File: config.mk
export PLATFORM = sky130hd
export DESIGN_NAME = rr_encode_arbiter
export DESIGN_NICKNAME = d
export VERILOG_FILES = /design/src/rtl/rr_arb_pkg.sv /design/src/rtl/prio_enc8.sv /design/src/rtl/rr_encode_arbiter.sv
export SDC_FILE = /design/constraint.sdc
export NUM_CORES = 1
export LEC_CHECK = 0
export ABC_AREA = 1
export CAP_MARGIN = 20
export CORE_MARGIN = 10
export CORE_UTILIZATION = 39
export CTS_CLUSTER_SIZE = 28
export DETAILED_ROUTE_END_ITERATION = 16
export SETUP_SLACK_MARGIN = 0.2
export SLEW_MARGIN = 30
export SYNTH_ARGS = -nofsm -noshare
export SYNTH_HDL_FRONTEND = slang
export SYNTH_SLANG_ARGS = --single-unit
File: constraint.sdc
create_clock -name clk -period 3.2 [get_ports clk]
set_input_delay 0.64 -clock clk [delete_from_list [all_inputs] [get_ports clk]]
set_output_delay 0.64 -clock clk [all_outputs]
set_load 0.05 [all_outputs]
File: src/rtl/rr_arb_pkg.sv
// Shared definitions for the round-robin encode arbiter.
//   N, IDXW     : requester count and encoded index width
//   IDLE, GRANT : FSM state encodings (legacy-compatible localparams)
//   rotr()      : rotate a request vector right by the round-robin pointer
package rr_arb_pkg;

  localparam int N    = 8;
  localparam int IDXW = 3;

  localparam logic [0:0] IDLE  = 1'b0;
  localparam logic [0:0] GRANT = 1'b1;

  // Rotating right by ptr places requester ptr at bit 0, so a plain
  // lowest-index priority encoder then searches upward from ptr with wrap.
  function automatic logic [N-1:0] rotr(input logic [N-1:0] v,
                                        input logic [IDXW-1:0] s);
    logic [2*N-1:0] dbl;
    dbl = {v, v} >> s;
    return dbl[N-1:0];
  endfunction

endpackage

File: src/rtl/prio_enc8.sv
// Combinational 8-to-3 lowest-index priority encoder.
//   req_in : 8-bit input vector
//   idx    : index of the lowest set bit (0 when none set)
//   any    : at least one bit of req_in is set
module prio_enc8
  import rr_arb_pkg::*;
(
  input  logic [N-1:0]    req_in,
  input  logic            unused_tie,
  output logic [IDXW-1:0] idx,
  output logic            any
);

  // Scan from the top down so the lowest set bit is the last one written.
  always_comb begin
    idx = '0;
    any = |req_in;
    for (int i = N - 1; i >= 0; i--) begin
      if (req_in[i]) idx = IDXW'(i);
    end
  end

  logic unused_ok;
  assign unused_ok = unused_tie;

endmodule

File: src/rtl/rr_encode_arbiter.sv
// 8-requester round-robin arbiter with one-hot and encoded grant outputs.
// A grant is held until the owner pulses done, drops its request, or the
// hold limit MAX_HOLD expires (MAX_HOLD=0 disables the limit). One IDLE
// cycle always separates consecutive grants. CNTW must satisfy
// 2**CNTW > MAX_HOLD.
//   clk     : system clock, rising edge
//   rst_n   : asynchronous active-low reset
//   req     : request vector, bit i = requester i
//   done    : owner release pulse, only looked at while granting
//   gnt     : one-hot grant, zero when idle
//   gnt_idx : encoded owner index, zero when idle
//   gnt_vld : a grant is active
//   timeout : one-cycle pulse when the hold limit alone revoked a grant
module rr_encode_arbiter
  import rr_arb_pkg::*;
#(
  parameter int MAX_HOLD = 15,
  parameter int CNTW     = 4
) (
  input  logic            clk,
  input  logic            rst_n,
  input  logic [N-1:0]    req,
  input  logic            done,
  output logic [N-1:0]    gnt,
  output logic [IDXW-1:0] gnt_idx,
  output logic            gnt_vld,
  output logic            timeout
);

  localparam logic [CNTW-1:0] LIMIT_CNT = CNTW'((MAX_HOLD > 0) ? (MAX_HOLD - 1) : 0);
  localparam logic            LIMIT_EN  = (MAX_HOLD != 0);

  logic [0:0]      state;
  logic [IDXW-1:0] ptr;
  logic [CNTW-1:0] hold_cnt;

  logic [N-1:0]    rot_req;
  logic [IDXW-1:0] rot_idx;
  logic            rot_any;
  logic [IDXW-1:0] winner;

  logic            owner_req;
  logic            limit_hit;
  logic            rel;
  logic            limit_only;

  assign rot_req = rotr(req, ptr);

  prio_enc8 u_enc (
    .req_in     (rot_req),
    .unused_tie (1'b0),
    .idx        (rot_idx),
    .any        (rot_any)
  );

  // Undo the rotation; the 3-bit add wraps modulo 8 on its own.
  assign winner = rot_idx + ptr;

  // Release decode for the current owner. The timeout pulse is reserved
  // for the case where the limit is the only reason the grant ends.
  always_comb begin
    owner_req  = req[gnt_idx];
    limit_hit  = LIMIT_EN && (hold_cnt == LIMIT_CNT);
    rel        = done || !owner_req || limit_hit;
    limit_only = limit_hit && !done && owner_req;
  end

  // FSM, pointer, hold counter and registered outputs. Requests from other
  // agents are not looked at while granting, so ownership only changes by
  // way of IDLE.
  always_ff @(posedge clk or negedge rst_n) begin
    if (!rst_n) begin
      state    <= IDLE;
      ptr      <= '0;
      hold_cnt <= '0;
      gnt      <= '0;
      gnt_idx  <= '0;
      gnt_vld  <= 1'b0;
      timeout  <= 1'b0;
    end else begin
      timeout <= 1'b0;
      if (state == IDLE) begin
        if (rot_any) begin
          state    <= GRANT;
          gnt      <= N'(1) << winner;
          gnt_idx  <= winner;
          gnt_vld  <= 1'b1;
          hold_cnt <= '0;
        end
      end else begin
        if (rel) begin
          state    <= IDLE;
          gnt      <= '0;
          gnt_idx  <= '0;
          gnt_vld  <= 1'b0;
          ptr      <= gnt_idx + IDXW'(1);
          timeout  <= limit_only;
        end else if (hold_cnt != {CNTW{1'b1}}) begin
          hold_cnt <= hold_cnt + CNTW'(1);
        end
      end
    end
  end

endmodule

==> results of run 1 <==
[synthesized netlist by cell type]
| master | instances |
|---|---|
| nand2_8 | 2 |
| xor2_1 | 2 |
| nand3_1 | 30 |
| nor2_4 | 2 |
| a21oi_1 | 2 |
| nor2_2 | 2 |
| nand3_2 | 17 |
| inv_1 | 13 |
| buf_12 | 1 |
| dfrtp_1 | 21 |
| inv_2 | 1 |
| o21ai_2 | 5 |
| buf_6 | 2 |
| o21ai_0 | 9 |
| inv_6 | 2 |
| xnor2_1 | 2 |
| fa_1 | 1 |
| nand4_1 | 5 |
| clkbuf_1 | 1 |
| nand2_1 | 84 |
| clkinv_4 | 1 |
| nand2_4 | 3 |
| o21ai_1 | 3 |
| nor3_1 | 1 |
| nand2_2 | 15 |
| nor2_1 | 21 |
| ha_1 | 4 |
| buf_2 | 2 |
[cells by family after synthesis]
family | Yosys count | synth area share (%)
AND/OR/NAND/NOR | 182 | 52.0
buffers and inverters | 23 | 7.37
flip-flops | 21 | 28.7
adder cells (fa/ha/maj) | 5 | 3.82
AO/OA/AOI/OAI | 19 | 6.21
XOR/XNOR | 4 | 1.91
[cell type report]
cell class / count / area [um2]
clock buffer: 3 / 41.3
clock inverter: 1 / 5.00
fill: 450 / 2170
inverter: 17 / 78.8
multi-input combinational: 210 / 1200
sequential: 21 / 528
tap: 52 / 65.1
timing repair buffer: 42 / 358
[what timing repair did]
| item | in CTS | in global routing |
|---|---|---|
| setup buffers | 0 | 3 |
| setup endpoints to repair | 10 | 10 |
| pin swaps | 1 | 1 |
| resized for setup | 12 | 6 |
[registers in the layout, summed over array words and instances (netlist names)]
register	cells
gnt	8
hold_cnt	4
gnt_idx	3
ptr	3
gnt_vld	1
state	1
timeout	1
[worst min path at each step]
stage	startpoint	end	slack [ns]	cells past startpoint
final	rst_n	hold_cnt[1]	0.32	1
after global routing	rst_n	hold_cnt[1]	0.35	1
after CTS	gnt_vld	gnt_vld	0.49	2
after detailed placement	gnt_vld	gnt_vld	0.47	2
after global placement	gnt[7]	gnt[7]	0.47	2
after floorplan	rst_n	gnt[0]	0.34	0
[per-stage QoR]
| stage | hold WS (ns) | cells |
|---|---|---|
| floorplan | 0.344 | 254 |
| global placement | 0.466 | 339 |
| detailed placement | 0.470 | 339 |
| CTS | 0.495 | 343 |
| global route | 0.346 | 346 |
| finish | 0.320 | 346 |
[routing by layer]
layer  GRT usage, %  up-vias  part of all wire, %
met5              0        -                    0
met2           21.5       28                   49
met1           13.6      794                   45
met4           4.26        0                  1.9
met3           2.48        9                  4.7
li1               -      906                    -
[power groups by stage]
stage	Combinational, mW	Sequential [mW]	Clock [mW]
2_1_floorplan	1.37	0.547	0
6_report	2.02	0.472	0.174
4_1_cts	1.96	0.480	0.180
3_3_place_gp	1.95	0.482	0
5_1_grt	2.28	0.488	0.190
3_5_place_dp	1.96	0.480	0
[critical path, delay by kind of cell]
family,cells,cell delay (ns)
buf+inv,3,0.40
fa+ha+maj,2,0.50
simple gates,10,0.95
xor+xnor,1,0.16
compound gates,3,0.31
==> qor.txt, run 1 <==
input/output buffers: 23
switching pwr: 1.46 mW
die width: 88.6 um
CTS max path bufs: 2
Final TNS setup: 0 ns
average wire per standard cell: 12.8 um
first-pass GRT wire length: 7610 um
Skew-Pair Late Insertion Delay: 0.26 ns
post-synth top area cell: dfrtp_1
Reg2Reg Depth: 19
switching share of total power: 54.7%
cells after synthesis: 254
Data arrival, critical path: 2.96 ns
DPL Wire Length: 3540 um
CP max stage delay: 0.35 ns
final wirelength: 4430 um
n_diodes: 0
CP max stage cell: fa_2
Layout Utilization: 51.1%
effective utilization at floorplan: 41.2%
Slew @ Worst Pin: 0.535 ns
overall routing resource usage: 11.9%
crit start category: primary input
reg-to-reg startpoint: ptr[0]
Cell variety after synth: 28
Tot Pwr: 2.67 mW
Clock power frac: 6.5%
Critical path origin: req[5]
Hold Buf Count CTS: 0
nets@finish: 311
Final Cycle Share: 86.1%
cell mode on critical path: nand2_1
kind of critical path: in2reg
critical-path cell list: dlygate4sd2_1 -> nand2_2 -> nand3_2 -> nand2_2 -> nand2_1 -> nand2_1 -> a21oi_1 -> o21ai_1 -> nand2_1 -> a21oi_2 -> ha_1 -> inv_1 -> fa_2 -> xor2_2 -> inv_1 -> nand3_2 -> nand2_4 -> nand3_1 -> nand2_1
worst hold path type: in2async
Worst Setup End Kind: register
Clk pin slew, worst setup/hold paths: 0.08 ns
cell area power density: 1170 nW/um2
CTS buffer count: 3
data required time of the worst path: 3.40 ns
# Max-Cap Violations: 0
Overflow after GRT: 0
final hold violations: 0
die footprint: 7840 um2
final slew viol count: 0
VDD IR max: 636 uV
commonest non-fill, non-tap cell in the layout: nand2_1
DP Worst Slack: -0.212 ns
row count: 24
root buffer cell: clkbuf_8
part of the power in combinational logic: 75.8%
largest net degree at the start of global routing: 22
Area Growth Syn to Fin: 24.0%
layout cells sized above 1: 28.2%
Internal: 1.21 mW
H-tree depth: 1
TritonRoute pass-1 iters: 4
antenna violations before repair: 0
crit path to: gnt[0]
drt drc: 0
most frequent cells in the layout: nand2_1, nand3_1, nor2_1
initial DRC count: 50
# setup viols final: 0
status: finished, final reports clean
Ys Warns: 0
synthesized area per cell: 7.22 um2
Seq cells post-synth: 21
Period minus WS final: 2.76 ns
via/cell ratio: 5.02
Setup Skew: 0.00298 ns
RePlAce Congestion: 0.840
FF-to-FF End: gnt[0]
via count: 1737
Synth top area share: 28.7%
Antenna Nets Post-Route: 0
worst setup margin: 0.444 ns
Post-Synthesis Net Count: 270
synthesized cell area: 1830 um2
TritonCTS clock tree: done
Core Region: 4440 um2
# clock sinks: 21
R2R Setup Slk: 0.47 ns
placed cell area: 2190 um2
I/O pins: 24
Slew headroom: 64.3%
RSZ-0062 raised after global routing: no
sequential share of power: 17.7%
crit-path max FO: 7
vias in the first global route: 1719
register area share after synthesis: 28.7%
die height: 88.6 um
total leakage power: 1.14 nW
ranking of synthesized cells by area: dfrtp_1, nand2_1, nand3_2
Finished Cell Area: 2270 um2
fmax: 0.363 GHz
Power figures use the tool's default switching activity.
==> run 2: changes to the inputs <==
Settings changed: RECOVER_POWER set to 25, SKIP_LAST_GASP set to 1.
==> run 2 against run 1 <==
  * Total power about the same
  * Routed wire length barely moved
  * Final area about the same
  * Non-clock buffer count stayed put
  * Largest cell class unchanged
==> qor.txt, run 2 (same netlist as run 1, synthesis figures left out) <==
Reg2Reg Depth: 19
CTS buffer count: 3
via count: 1737
Data arrival, critical path: 2.96 ns
max reg flops: 8
Antenna Nets Post-Route: 0
# Max-Cap Violations: 0
Period minus WS final: 2.76 ns
die footprint: 7840 um2
input/output buffers: 23
most frequent cells in the layout: nand2_1, nand3_1, nor2_1
register bank with the most flops: gnt
layout cells sized above 1: 27.9%
TritonRoute pass-1 iters: 4
average wire per standard cell: 12.8 um
first-pass GRT wire length: 7610 um
Tot Pwr: 2.67 mW
Register Area: 528 um2
RSZ-0062 raised after global routing: no
Setup Skew: 0.00298 ns
fill count: 450
overall routing resource usage: 11.9%
total leakage power: 1.14 nW
Clk pin slew, worst setup/hold paths: 0.07 ns
# setup viols final: 0
Area Growth Syn to Fin: 23.9%
CTS max path bufs: 2
Finished Cell Area: 2270 um2
n_diodes: 0
Final Cycle Share: 86.1%
VDD IR max: 636 uV
antenna violations before repair: 0
root buffer cell: clkbuf_8
kind of critical path: in2reg
nets@finish: 311
placed cell area: 2190 um2
final slew viol count: 0
commonest non-fill, non-tap cell in the layout: nand2_1
I/O pins: 24
R2R Setup Slk: 0.47 ns
Core Region: 4440 um2
reg-to-reg startpoint: ptr[0]
DPL Wire Length: 3540 um
crit start category: primary input
cell area power density: 1180 nW/um2
status: finished, final reports clean
Min-Delay Path Depth: 2
Top Registers: gnt x8, hold_cnt x4
FF-to-FF End: gnt[0]
die width: 88.6 um
data required time of the worst path: 3.40 ns
vias in the first global route: 1719
final wirelength: 4430 um
largest net degree at the start of global routing: 22
Hold Buf Count CTS: 0
via/cell ratio: 5.02
Slew @ Worst Pin: 1.12 ns
multi-input logic area: 1200 um2
die height: 88.6 um
final hold violations: 0
drt drc: 0
worst-case hold path end point: gnt[2]
initial DRC count: 50
crit-path max FO: 7
Overflow after GRT: 0
Slew headroom: 25.3%
Skew-Pair Late Insertion Delay: 0.26 ns
# clock sinks: 21
fmax: 0.363 GHz
Worst Setup End Kind: register
RePlAce Congestion: 0.840
worst hold path type: reg2reg
row count: 24
TritonCTS clock tree: done
hold path start: gnt[2]
H-tree depth: 1
effective utilization at floorplan: 41.2%
[run 2: changes by cell type in the layout (fill, tap and decap cells not counted)]
cell / previous run / this run
buf_2: 1 / 0
clkbuf_1: 0 / 1
[run 2: power breakdown]
part,internal [mW],total (mW),switching [mW]
Clock,0.0868,0.174,0.0869
Sequential,0.355,0.472,0.117
Combinational,0.768,2.02,1.25
[run 2: layout make-up]
cell class | count | area share, %
timing repair buffer | 42 | 15.7
tap | 52 | 2.87
multi-input combinational | 210 | 52.7
clock inverter | 1 | 0.220
sequential | 21 | 23.3
clock buffer | 3 | 1.82
inverter | 17 | 3.47
[run 2: worst max path at each step]
stage | from | endpoint | slack, ns | cells past startpoint
floorplan | req[5] | gnt[3] | 0.59 | 18
global placement | req[5] | gnt[0] | -0.18 | 19
detailed placement | req[5] | gnt[0] | -0.21 | 19
CTS | ptr[1] | gnt[0] | 0.27 | 18
global route | req[5] | gnt[0] | 0.21 | 19
finish | req[5] | gnt[0] | 0.44 | 19
[run 2: worst max-delay path, stage by stage]
cell           delay, ns
dlygate4sd2_1       0.28
nand2_2             0.10
nand3_2             0.10
nand2_2             0.10
nand2_1             0.05
nand2_1             0.11
a21oi_1             0.07
o21ai_1             0.12
nand2_1             0.07
a21oi_2             0.12
ha_1                0.15
inv_1               0.05
fa_2                0.35
xor2_2              0.16
inv_1               0.07
nand3_2             0.12
nand2_4             0.13
nand3_1             0.10
nand2_1             0.07
[run 2: per-layer routing]
| layer | global-route usage [%] | part of all wire [%] | routed length [um] |
|---|---|---|---|
| met2 | 21.5 | 49 | 2160 |
| met3 | 2.48 | 4.7 | 210 |
| met1 | 13.6 | 45 | 1970 |
| met4 | 4.26 | 1.9 | 86 |
| met5 | 0 | 0 | 0 |
[run 2: repair_timing]
action / CTS / global route
pin swaps: 1 / 1
endpoints found under the hold margin: 0 / 0
buffers inserted: 0 / 3
gates resized for setup: 12 / 6
setup endpoints to repair: 10 / 10
[run 2: metrics by stage]
stage	setup TNS [ns]	cells	utilization, %	hold slack [ns]	worst slack, ns
final	0	346	51.1	0.489	0.444
after global routing	0	346	51.1	0.524	0.211
after CTS	0	343	50.3	0.495	0.265
after detailed placement	-1.60	339	49.3	0.470	-0.212
after global placement	-1.29	339	49.3	0.466	-0.176
after floorplan	0	254	-	0.344	0.587
==> run 3: changes to the inputs <==
Settings changed: CAP_MARGIN 20 to not set.
Clock period 3.2 ns to 2.9 ns, I/O delays scaled along.
==> run 3 against run 2 <==
  * Combinational power is 39% higher
  * Die area stayed put
  * Total power is 31% higher
  * Sequential cell count stayed put
==> qor.txt, run 3 (same netlist as run 1, synthesis figures left out) <==
status: finished, final reports clean
Clock power frac: 5.5%
vias in the first global route: 1775
final slew viol count: 0
Period minus WS final: 2.78 ns
nets@finish: 328
fmax: 0.359 GHz
Tot Pwr: 3.49 mW
CTS max path bufs: 2
part of the power in combinational logic: 80.1%
placed cell area: 2260 um2
Internal: 1.63 mW
Setup Skew: 0.00224 ns
die footprint: 7840 um2
Clk pin slew, worst setup/hold paths: 0.08 ns
# clock sinks: 21
Core Region: 4440 um2
final wirelength: 5030 um
crit start category: register
CP max stage cell: fa_2
H-tree depth: 1
Overflow after GRT: 0
overall routing resource usage: 12.8%
VDD IR max: 709 uV
die height: 88.6 um
die width: 88.6 um
via count: 1836
max reg flops: 8
register bank with the most flops: gnt
TritonCTS clock tree: done
n_diodes: 0
first-pass GRT wire length: 8190 um
cell mode on critical path: nand2_2
Data arrival, critical path: 2.99 ns
Finished Cell Area: 2610 um2
crit-path leading delay family: simple AND/OR/NAND/NOR gates
switching share of total power: 53.1%
Skew-Pair Late Insertion Delay: 0.26 ns
initial DRC count: 56
DPL Wire Length: 3530 um
WP buf/inv: 4
Layout Utilization: 58.6%
Worst Setup End Kind: register
sequential share of power: 14.3%
drt drc: 0
average wire per standard cell: 13.9 um
Top Registers: gnt x8, hold_cnt x4
crit-path max FO: 8
RSZ-0062 raised after global routing: yes
root buffer cell: clkbuf_8
layout cells sized above 1: 38.9%
largest net degree at the start of global routing: 22
Antenna Nets Post-Route: 0
kind of critical path: reg2reg
final hold violations: 0
CP max stage delay: 0.56 ns
Slew headroom: 25.7%
cell area power density: 1340 nW/um2
commonest non-fill, non-tap cell in the layout: nand2_1
most frequent cells in the layout: nand2_1, buf_4, nand3_1
Area Growth Syn to Fin: 42.1%
Final Cycle Share: 95.9%
switching pwr: 1.85 mW
CTS buffer count: 3
critical-path cell list: buf_12 -> clkinv_16 -> nand2_8 -> nand3_2 -> nand2_2 -> nand2_2 -> nand2_2 -> a21oi_2 -> o21ai_1 -> nand2_1 -> a21oi_2 -> ha_2 -> inv_2 -> fa_2 -> inv_1 -> nor3_1 -> nand3_2 -> nand2_2
Slew @ Worst Pin: 1.11 ns
# setup viols final: 0
TritonRoute pass-1 iters: 4
effective utilization at floorplan: 41.2%
antenna violations before repair: 0
# Max-Cap Violations: 0
RePlAce Congestion: 0.878
total leakage power: 1.27 nW
row count: 24
data required time of the worst path: 3.10 ns
input/output buffers: 23
worst hold path type: reg2reg
via/cell ratio: 5.06
I/O pins: 24
-- run 3: changes by cell type in the layout (fill, tap and decap cells not counted), moves of 2 or more --
cell,before,now
nand3_4,0,6
nand3_1,30,24
clkdlybuf4s15_1,0,2
dlygate4sd2_1,8,0
buf_4,19,32
nand2_4,3,8
buf_6,0,2
nand2_1,80,71
clkbuf_2,0,6
nand2_8,2,6
-- run 3: final cells by class --
cell class	count	area (um2)
Timing Repair Buffer	59	487
Sequential cell	21	528
Multi-Input combinational cell	210	1380
Inverter	17	100
Tap cell	52	65.1
Fill cell	408	1840
Clock buffer	4	45.0
-- run 3: through the flow --
stage          cells  setup WS, ns  hold WS, ns  setup TNS, ns
3_5_place_dp     348        -0.421        0.462          -3.68
5_1_grt          363       -0.0801        0.500         -0.142
6_report         363         0.118        0.473              0
3_3_place_gp     348        -0.374        0.465          -3.23
4_1_cts          355         0.227        0.486              0
2_1_floorplan    254         0.347        0.284              0
-- run 3: final timing paths --
check | startpoint | end | slack [ns] | cells after the start
worst max-delay path | ptr[0] | gnt[0] | 0.12 | 18
worst min-delay path | gnt_vld | gnt_vld | 0.47 | 2
worst max register to register | ptr[0] | gnt[0] | 0.12 | 18
worst min register to register | gnt_vld | gnt_vld | 0.47 | 2
max in group asynchronous | rst_n | ptr[0] | 1.11 | 2
min in group asynchronous | rst_n | hold_cnt[1] | 1.04 | 2
-- run 3: worst min-delay path: cells and delay by family, from the launching register on --
kind	cells	cell delay (ns)
flops	1	0.34
simple gates	2	0.10
-- run 3: what timing repair did --
| item | CTS | global route |
|---|---|---|
| buffers inserted | 3 | 8 |
| setup endpoints to repair | 10 | 10 |
| pin swaps | 5 | 23 |
| gates resized for setup | 18 | 59 |
| hold buffers | 0 | 0 |
-- run 3: per-layer routing --
metal	track usage [%]	part of all wire, %	up-vias
li1	-	-	942
met1	15.6	42	835
met2	21.8	50	47
met3	2.57	5.0	12
met4	4.99	3.0	0
met5	0	0	-
-- run 3: power by group through the flow --
stage / clock network [mW] / registers [mW] / logic, mW
2_1_floorplan: 0 / 0.604 / 1.52
3_5_place_dp: 0 / 0.529 / 2.26
4_1_cts: 0.198 / 0.504 / 2.40
3_3_place_gp: 0 / 0.529 / 2.27
6_report: 0.193 / 0.500 / 2.80
5_1_grt: 0.207 / 0.514 / 3.11
